$ cat config.mk
export PLATFORM = sky130hd
export DESIGN_NAME = alu_iter_ctrl
export DESIGN_NICKNAME = d
export VERILOG_FILES = /design/src/rtl/alu_iter_ctrl.sv
export SDC_FILE = /design/constraint.sdc
export NUM_CORES = 1
export LEC_CHECK = 0
export CAP_MARGIN = 15
export CORE_ASPECT_RATIO = 1.4
export CORE_MARGIN = 5
export CORE_UTILIZATION = 30
export CTS_BUF_LIST = sky130_fd_sc_hd__clkbuf_4
export DETAILED_ROUTE_END_ITERATION = 8
export PLACE_DENSITY = 0.54
export SKIP_CTS_REPAIR_TIMING = 1
export SLEW_MARGIN = 15
export SYNTH_ARGS = -nofsm -noshare
export SYNTH_HDL_FRONTEND = slang
export SYNTH_SLANG_ARGS = --single-unit
$ cat constraint.sdc
create_clock -name CLK -period 2.74 [get_ports CLK]
set_input_delay 0.822 -clock CLK [delete_from_list [all_inputs] [get_ports CLK]]
set_output_delay 0.822 -clock CLK [all_outputs]
set_load 0.01 [all_outputs]
$ cat src/rtl/alu_iter_ctrl.sv
// Multi-cycle sequencer that borrows the shared combinational ALU one cycle at a time
// to run normalize, divide-by-subtraction and 4-bit pattern count commands.
module alu_iter_ctrl (
    input  logic       CLK,
    input  logic       RESET,
    input  logic       START,
    input  logic [1:0] CMD,
    input  logic [7:0] OPA,
    input  logic [7:0] OPB,
    input  logic [7:0] OPC,
    input  logic [3:0] PAT,
    output logic       BUSY,
    output logic       DONE,
    output logic       ERR,
    output logic [7:0] RESULT,
    output logic [7:0] COUNT,
    output logic       ALU_REQ,
    input  logic       ALU_GNT,
    output logic [2:0] ALU_OP,
    output logic [7:0] ALU_A,
    output logic [7:0] ALU_B,
    output logic       ALU_CI,
    input  logic [7:0] ALU_OUT,
    input  logic       ALU_CO
);

    localparam logic [2:0] kADD = 3'd0;
    localparam logic [2:0] kSUB = 3'd1;
    localparam logic [2:0] kSLL = 3'd4;

    localparam logic [1:0] CmdNorm = 2'd0;
    localparam logic [1:0] CmdDiv  = 2'd1;
    localparam logic [1:0] CmdPat  = 2'd2;

    typedef enum logic [1:0] {StIdle, StRun, StFin} state_e;

    state_e      state_q, state_d;
    logic [1:0]  cmd_q, cmd_d;
    logic [7:0]  r_q, r_d;        // working value: NORM shifter / DIV remainder
    logic [7:0]  d_q, d_d;        // divisor
    logic [15:0] w_q, w_d;        // pattern window, shifted right one bit per offset
    logic [3:0]  pat_q, pat_d;
    logic [7:0]  n_q, n_d;        // shift count / quotient / match count
    logic [3:0]  k_q, k_d;        // pattern offset
    logic        found_q, found_d;
    logic [7:0]  first_q, first_d;
    logic [7:0]  result_q, result_d;
    logic [7:0]  count_q, count_d;
    logic        err_q, err_d;
    logic        match;

    always_ff @(posedge CLK or posedge RESET) begin
        if (RESET) begin
            state_q  <= StIdle;
            cmd_q    <= 2'd0;
            r_q      <= 8'd0;
            d_q      <= 8'd0;
            w_q      <= 16'd0;
            pat_q    <= 4'd0;
            n_q      <= 8'd0;
            k_q      <= 4'd0;
            found_q  <= 1'b0;
            first_q  <= 8'd0;
            result_q <= 8'd0;
            count_q  <= 8'd0;
            err_q    <= 1'b0;
        end else begin
            state_q  <= state_d;
            cmd_q    <= cmd_d;
            r_q      <= r_d;
            d_q      <= d_d;
            w_q      <= w_d;
            pat_q    <= pat_d;
            n_q      <= n_d;
            k_q      <= k_d;
            found_q  <= found_d;
            first_q  <= first_d;
            result_q <= result_d;
            count_q  <= count_d;
            err_q    <= err_d;
        end
    end

    assign match = (w_q[3:0] == pat_q);

    always_comb begin
        state_d  = state_q;
        cmd_d    = cmd_q;
        r_d      = r_q;
        d_d      = d_q;
        w_d      = w_q;
        pat_d    = pat_q;
        n_d      = n_q;
        k_d      = k_q;
        found_d  = found_q;
        first_d  = first_q;
        result_d = result_q;
        count_d  = count_q;
        err_d    = err_q;
        ALU_REQ  = 1'b0;
        ALU_OP   = kADD;
        ALU_A    = 8'd0;
        ALU_B    = 8'd0;

        unique case (state_q)
            StIdle: begin
                if (START) begin
                    cmd_d    = CMD;
                    r_d      = OPA;
                    d_d      = OPC;
                    w_d      = {OPA, OPB};
                    pat_d    = PAT;
                    n_d      = 8'd0;
                    k_d      = 4'd0;
                    found_d  = 1'b0;
                    first_d  = 8'd0;
                    result_d = 8'd0;
                    count_d  = 8'd0;
                    err_d    = 1'b0;
                    state_d  = StRun;
                end
            end
            StRun: begin
                case (cmd_q)
                    CmdNorm: begin
                        ALU_REQ = 1'b1;
                        ALU_OP  = kSLL;
                        ALU_A   = r_q;
                        if (ALU_GNT) begin
                            if (r_q == 8'd0) begin
                                result_d = 8'd0;
                                count_d  = 8'd0;
                                err_d    = 1'b1;
                                state_d  = StFin;
                            end else if (r_q[7]) begin
                                result_d = r_q;
                                count_d  = n_q;
                                state_d  = StFin;
                            end else begin
                                r_d = ALU_OUT;
                                n_d = n_q + 8'd1;
                            end
                        end
                    end
                    CmdDiv: begin
                        if (d_q == 8'd0) begin
                            result_d = 8'hFF;
                            count_d  = r_q;
                            err_d    = 1'b1;
                            state_d  = StFin;
                        end else begin
                            ALU_REQ = 1'b1;
                            ALU_OP  = kSUB;
                            ALU_A   = r_q;
                            ALU_B   = d_q;
                            if (ALU_GNT) begin
                                if (!ALU_CO) begin
                                    r_d = ALU_OUT;
                                    n_d = n_q + 8'd1;
                                end else begin
                                    result_d = n_q;
                                    count_d  = r_q;
                                    state_d  = StFin;
                                end
                            end
                        end
                    end
                    CmdPat: begin
                        n_d = n_q + {7'd0, match};
                        if (match && !found_q) begin
                            found_d = 1'b1;
                            first_d = {4'd0, k_q};
                        end
                        w_d = {1'b0, w_q[15:1]};
                        k_d = k_q + 4'd1;
                        if (k_q == 4'd12) begin
                            count_d = n_q + {7'd0, match};
                            if (found_q)    result_d = first_q;
                            else if (match) result_d = {4'd0, k_q};
                            else            result_d = 8'hFF;
                            state_d = StFin;
                        end
                    end
                    default: begin
                        result_d = 8'd0;
                        count_d  = 8'd0;
                        err_d    = 1'b1;
                        state_d  = StFin;
                    end
                endcase
            end
            StFin:   state_d = StIdle;
            default: state_d = StIdle;
        endcase
    end

    assign BUSY   = (state_q != StIdle);
    assign DONE   = (state_q == StFin);
    assign ERR    = err_q;
    assign RESULT = result_q;
    assign COUNT  = count_q;
    assign ALU_CI = 1'b0;

endmodule

# After elaboration in Yosys (flattened, before gate mapping)

Index checks and enable logic that the tools add are counted.

Reductions and logical operators: 17
$add $sub $neg: 3
Equal/unequal tests: 24
Multiplexer cells: 78

Operator list:

| cell                | number |
|---|---|
| $mux 8              | 37 |
| $pmux 8 s2          | 7 |
| $pmux 8 s3          | 3 |
| $mux 16             | 2 |
| $pmux 16 s2         | 1 |
| $ne 3x3->1 const B  | 9 |
| $reduce_and 9->1    | 2 |
| $logic_not 8->1     | 2 |
| $mux 2              | 8 |
| $ne 4x4->1 const B  | 3 |
| $reduce_and 6->1    | 2 |
| $mux 1              | 9 |
| $add 8x1->8         | 1 |
| $add 8x1->8 const B | 1 |
| $mux 4              | 2 |
| $ne 2x2->1 const B  | 4 |
| $pmux 4 s2          | 1 |
| $reduce_and 8->1    | 1 |
| $reduce_and 7->1    | 1 |
| $pmux 1 s2          | 3 |
| $pmux 2 s3          | 1 |
| $pmux 3 s2          | 1 |
| $add 4x1->4 const B | 1 |
| $eq 2x1->1 const B  | 2 |
| 15 further kinds    | 18 |

Bits of input ports: 43
Output and inout bits: 40
Flip-flop bits (word level): 78

# Logic depth before layout (Yosys ltp)

Gate-level depths: netlist of run 1.

Depth in word-level cells: 6
Depth in mapped cells: 10

# Worst setup path after synthesis of run 1

No wires, ideal clock.

Path type: register to output
Start: register d_q[5]
End: output ALU_A[0]
Stages on the path, launching flop included: 5
Slack: 368 ps
Buffers on the path: 0
Arrival: 1550 ps
Path through: dfrtp_1 > or4_4 > o21bai_2 > o21ai_1 > and2_1

Longest elaborated chain between the ends: 4

Ends and longest elaborated chain:

| what                   | line | text |
|---|---|---|
| from (decl)            | 40   | `logic [7:0] d_q, d_d;` |
| from (signal assigned) | 57   | `d_q <= 8'd0;` |
| from (signal assigned) | 71   | `d_q <= d_d;` |
| $logic_not 8->1        | 146  | `if (d_q == 8'd0) begin` |
| $mux 8                 | 146  |  |
| $pmux 8 s2             | 124  | `case (cmd_q)` |
| $mux 8                 | 105  | `unique case (state_q)` |
| to (decl)              | 20   | `output logic [7:0] ALU_A,` |

No other way between the ends.

# Worst setup path after layout of run 1

Start: register d_q[7]
End: output ALU_A[0]

Same word-level chain as after synthesis.

==> results of run 1 <==
[layout make-up]
cell class	count	share of cell area, %
multi-input combinational	310	38.0
sequential	74	33.4
timing repair buffer	122	20.9
tap	182	4.11
clock buffer	10	1.35
clock inverter	4	1.24
inverter	15	1.02
antenna	1	0.0451
[registers in the layout, summed over array words and instances, names as in the netlist, 4 cells and up]
signal,flops
COUNT,8
RESULT,8
d_q,8
first_q,4
k_q,4
n_q,8
pat_q,4
r_q,8
w_q,16
[layout by cell type (no fill, tap or decap), drive strengths merged, types with 6 or more instances in the layout]
cell type | synthesis | routed
nor2b | 7 | 8
dlymetal6s2s | 0 | 10
clkbuf | 19 | 16
and3 | 8 | 8
nand2 | 45 | 45
nand3 | 6 | 6
nor2 | 33 | 33
and2 | 8 | 8
inv | 15 | 15
mux2i | 24 | 24
nor3 | 7 | 7
a22o | 10 | 10
clkdlybuf4s50 | 0 | 61
o21ai | 42 | 42
dfrtp | 74 | 74
buf | 12 | 45
mux2 | 15 | 15
o2bb2ai | 7 | 7
o31ai | 11 | 11
a21oi | 13 | 13
a22oi | 8 | 8
xnor2 | 6 | 6
[metal layers]
layer | track usage [%] | vias to the layer above | wire length (um)
met2 | 25.4 | 76 | 6220
met4 | 7.14 | 0 | 340
li1 | - | 1750 | -
met3 | 2.95 | 20 | 482
met1 | 18.4 | 1760 | 5020
met5 | 0 | - | 0
[cell usage after synthesis, drive strengths merged, types with 5 or more instances]
master / instances
inv: 15
o21ai: 42
buf: 12
and2: 8
and3: 8
nor2: 33
nand3: 6
mux2: 15
nor2b: 7
dfrtp: 74
o2bb2ai: 7
ha: 5
o31ai: 11
mux2i: 24
xnor2: 6
nor3: 7
a21oi: 13
nand4: 5
clkbuf: 19
a22o: 10
nand2: 45
a22oi: 8
nor4: 5
a21o: 5
[cells by family after synthesis]
logic type / count (synthesis)
other cells: 1
flops: 74
compound gates: 118
buf+inv: 46
simple gates: 137
fa+ha+maj: 5
mux: 39
xor+xnor: 8
[tightest hold or removal path, cell delays in order (launching register included)]
cell     delay (ps)
dfrtp_1         360
nand2_1          50
o21ai_0          60
[through the flow]
| step | power [mW] | util (%) | area [sq um] | std cells |
|---|---|---|---|---|
| after CTS | 6.09 | 40.7 | 5450 | 710 |
| after global routing | 6.62 | 41.4 | 5550 | 718 |
| after global placement | 5.29 | 39.6 | 5300 | 696 |
| final | 6.15 | 41.4 | 5550 | 718 |
| after floorplan | 3.88 | - | 4100 | 429 |
| after detailed placement | 5.33 | 39.6 | 5300 | 696 |
[power by group through the flow]
stage	Combinational (mW)	Clock (mW)	Sequential, mW
after detailed placement	3.45	0	1.88
after CTS	3.47	0.764	1.86
after global placement	3.42	0	1.87
after global routing	3.90	0.801	1.92
final	3.55	0.741	1.86
after floorplan	2.10	0	1.78
[how the worst max path moves through the flow]
stage,end,cells after the start,start,slack (ps)
floorplan,COUNT[0]$_DFFE_PP0P_,1,RESET,40
global placement,ALU_A[5],5,d_q[5]$_DFFE_PP0P_,-160
detailed placement,ALU_A[5],5,d_q[5]$_DFFE_PP0P_,-190
CTS,ALU_A[5],5,d_q[5]$_DFFE_PP0P_,-680
global route,ALU_A[0],5,d_q[7]$_DFFE_PP0P_,-210
finish,ALU_A[0],5,d_q[7]$_DFFE_PP0P_,-140
==> out/metrics.cfg, run 1 <==
[worst_setup_path]
crit_chain = or4_4 -> o21bai_4 -> o21ai_4 -> and2_1 -> dlymetal6s2s_1
cpMaxStageDelayCell = or4_4
crit_family = simple AND/OR/NAND/NOR gates
r2r_end = RESULT[0]$_DFFE_PP0P_
arrival_ps = 2060
critical_path.max_fanout = 9
startpoint_type = register
worst-path-buf-inv = 1
critPathKind = register to output port
critical_path_required_ps = 1920
timing.rr.start = r_q[0]$_DFFE_PP0P_
ff2ff_setup_slack_ps = 420
cpPeakStageDelay_ps = 570
end_kind = output port
reg2regPathDepth = 6

[synthesis]
async_flop_share_pct = 100
synth-seq-area-share_pct = 45.2
syn_inst = 428
synthSimpleGateAreaFrac_pct = 16.9
synth.top_cell.area_share_pct = 45.2
ys_warn_count = 0
synth_edf_count = 0
synthMuxAreaShare_pct = 9.99
synthDistinctLibCells = 57
synthTopCellsByArea = dfrtp_1, mux2i_1, o21ai_0, mux2_2, nand2_1
synthAdderAreaFrac_pct = 1.53
synth-xor-area-share_pct = 1.71
synth_compound_area_share_pct = 19.8
ys.flop_type = dfrtp_1
synth_top_area_cell = dfrtp_1
yosys_register_bits = 74
synth_top_family_by_area = compound AO/OA/AOI/OAI gates
syn_avg_cell_area_sq_um = 9.57
syn-cell-area_sq_mm = 0.00410

[clock_tree]
cts_root_buf = clkbuf_4
clk_transition_reported_paths_ps = 110
clk_latency_ps = 430
numCtsBuffers = 9
cts.sinks = 74
htree_levels = 3
cts_buffer_depth = 2
tritoncts = done

[sta]
rsz0062_at_grt = true
timing.final.crit_share_pct = 105
worstMarginPinSlew_ps = 785
setup_tns_ps = -977
finClkSkew_ps = 24.1
worst_slack_ps = -144
maxSlewViolCount = 0
period_needed_ps = 2880
hold_slack_ps = 492
fmax_mhz = 347
hold_viol = 0
relSlewSlack_pct = 47.2
setup_viol = 10

[die]
ios = 83
die_x_um = 109
die_h_um = 148
core_sq_mm = 0.0134
dieArea_sq_mm = 0.0161
initial_core_util_pct = 30.6
rows = 50

[place]
place.gp.congestion = 0.865
dpl_worst_slack_ps = -187
io_buffers = 80
dp_hpwl_um = 8960

[power]
swShare_pct = 42.3
p_int_mw = 3.55
comb_power_share_pct = 57.8
clkPwrFrac_pct = 12.1
irDropWorstVdd_mv = 0.421
p_leak_nw = 2.65
p_switching_mw = 2.60
cellPowerDensity_mw_per_mm2 = 1110
seqPwrFrac_pct = 30.2

[min_path]
hold_depth = 2
hp-start = w_q[10]$_DFFE_PP0P_
whs_endpoint = w_q[10]$_DFFE_PP0P_
hp-class = register to register

[grt]
grt_pass1_wl_um = 19100
grt-ovfl-total = 0
grtUsageTotal_pct = 15.1
grt_pass1_vias = 3744
antenna_found_initial = 1
grt_max_degree = 75

[final_layout]
fillers = 1388
multiInputGateArea_sq_mm = 0.00211
regArea_sq_mm = 0.00185
nets = 580
drive_above_1_share_pct = 18.7
syn_to_final_growth_pct = 35.4

[route]
via_count = 3606
routed_wl_um = 12100
drc = 0
avgRoutedWirePerCell_um = 16.8
viasPerCell = 5.02
postRouteAntennaNets = 0
dr.pass1.iters = 5
drt-initial-drc-count = 136

[outcome]
violations = negative setup slack
outcome = finished, violations left

[flow_run]
max_cap_violations = 0

No activity file was read; power rests on OpenSTA's default activity.
==> run 2: changes to the inputs <==
Settings changed: SETUP_SLACK_MARGIN set to 0.2.
==> out/metrics.cfg, run 2 (same netlist as run 1, synthesis figures left out) <==
[worst_setup_path]
cpMaxStageDelayCell = or4_4
cpPeakStageDelay_ps = 570
crit_chain = or4_4 -> o21bai_4 -> o21ai_4 -> buf_6 -> and2_4 -> buf_6
critPathKind = register to output port
critPathLaunch = d_q[4]$_DFFE_PP0P_
crit_top_cell = buf_6
arrival_ps = 2100
end_kind = output port
timing.rr.start = d_q[4]$_DFFE_PP0P_
critical_path.max_fanout = 8
ff2ff_setup_slack_ps = 410
startpoint_type = register
critical_path_required_ps = 1920

[sta]
worstMarginPinSlew_ps = 649
maxSlewViolCount = 0
setup_viol = 10
relSlewSlack_pct = 56.7
rsz0062_at_grt = true
finClkSkew_ps = 12.2
worst_slack_ps = -180
period_needed_ps = 2920
hold_viol = 0
fmax_mhz = 342
timing.final.crit_share_pct = 107

[route]
postRouteAntennaNets = 0
drc = 0
routed_wl_um = 12200
viasPerCell = 5.06
dr.pass1.iters = 7
avgRoutedWirePerCell_um = 16.9
via_count = 3650
drt-initial-drc-count = 229

[grt]
grt-ovfl-total = 0
antenna_found_initial = 1
grt_max_degree = 49
grtUsageTotal_pct = 15.5
grt_pass1_wl_um = 19300
grt_pass1_vias = 3686

[clock_tree]
cts_root_buf = clkbuf_4
clk_latency_ps = 430
numCtsBuffers = 9
htree_levels = 3
cts_buffer_depth = 2
clk_transition_reported_paths_ps = 120
cts.sinks = 74
tritoncts = done

[outcome]
violations = negative setup slack
outcome = finished, violations left

[place]
io_buffers = 80
dp_hpwl_um = 9150
dpl_worst_slack_ps = -156
place.gp.congestion = 0.887
placed_area_sq_mm = 0.00531

[power]
irDropWorstVdd_mv = 0.454
cellPowerDensity_mw_per_mm2 = 1120
p_leak_nw = 2.69

[die]
initial_core_util_pct = 30.6
ios = 83
rows = 50
dieArea_sq_mm = 0.0161
die_h_um = 148
core_sq_mm = 0.0134
die_x_um = 109

[final_layout]
final_cell_mix = dfrtp_1, clkdlybuf4s50_1, nand2_1
syn_to_final_growth_pct = 37.3
drive_above_1_share_pct = 19.9
design_area_sq_mm = 0.00563
nets = 582
largest_register = w_q
largest_reg_flops = 16
layout_commonest_cell = dfrtp_1

[min_path]
hp-class = register to register
hp-start = w_q[14]$_DFFE_PP0P_

[flow_run]
max_cap_violations = 0

==> run 2: final cells by class <==
class | instances | area (sq um)
antenna | 1 | 2.50
clock buffer | 9 | 67.6
clock inverter | 6 | 106
fill | 1364 | 7760
inverter | 15 | 60.1
multi-input combinational | 311 | 2130
sequential | 74 | 1850
tap | 182 | 228
timing repair buffer | 123 | 1180
==> run 2: metal layers <==
metal / routed length (um) / track usage [%] / vias up
met3: 686 / 3.30 / 24
met4: 308 / 7.20 / 0
met2: 6120 / 25.5 / 113
met1: 5070 / 19.2 / 1761
met5: 0 / 0 / -
li1: - / - / 1752
==> run 2: path summary, 6_finish.rpt <==
path,cells after the start,end
setup / recovery,6,ALU_A[5]
hold / removal,2,w_q[14]$_DFFE_PP0P_
setup reg to reg,6,RESULT[1]$_DFFE_PP0P_
hold reg to reg,2,w_q[14]$_DFFE_PP0P_
max in group asynchronous,3,w_q[10]$_DFFE_PP0P_
min in group asynchronous,2,d_q[4]$_DFFE_PP0P_
==> run 2: power breakdown <==
| part | switching (mW) | leakage (nW) | internal (mW) |
|---|---|---|---|
| Sequential | 0.401 | 0.951 | 1.50 |
| Combinational | 1.87 | 1.65 | 1.70 |
| Clock | 0.395 | 0.0894 | 0.452 |
| Total | 2.66 | 2.69 | 3.66 |
==> run 2: critical path: cells and delay by family, from the launching register on <==
family                 cells  cell delay, ps
DFF                        1             410
and+or+nand+nor            2             720
AOI/OAI and AO/OA          2             300
buffers and inverters      2             240
==> run 2: per-stage QoR <==
| stage | power, mW | utilization, % | std cells | setup TNS, ps | hold slack, ps |
|---|---|---|---|---|---|
| 2_1_floorplan | 3.88 | - | 429 | 0 | 449 |
| 3_3_place_gp | 5.27 | 39.7 | 695 | -714 | 463 |
| 3_5_place_dp | 5.33 | 39.7 | 695 | -1190 | 471 |
| 4_1_cts | 6.19 | 41.0 | 710 | -9190 | 500 |
| 5_1_grt | 6.79 | 42.0 | 721 | -1970 | 527 |
| 6_report | 6.32 | 42.0 | 721 | -1040 | 492 |
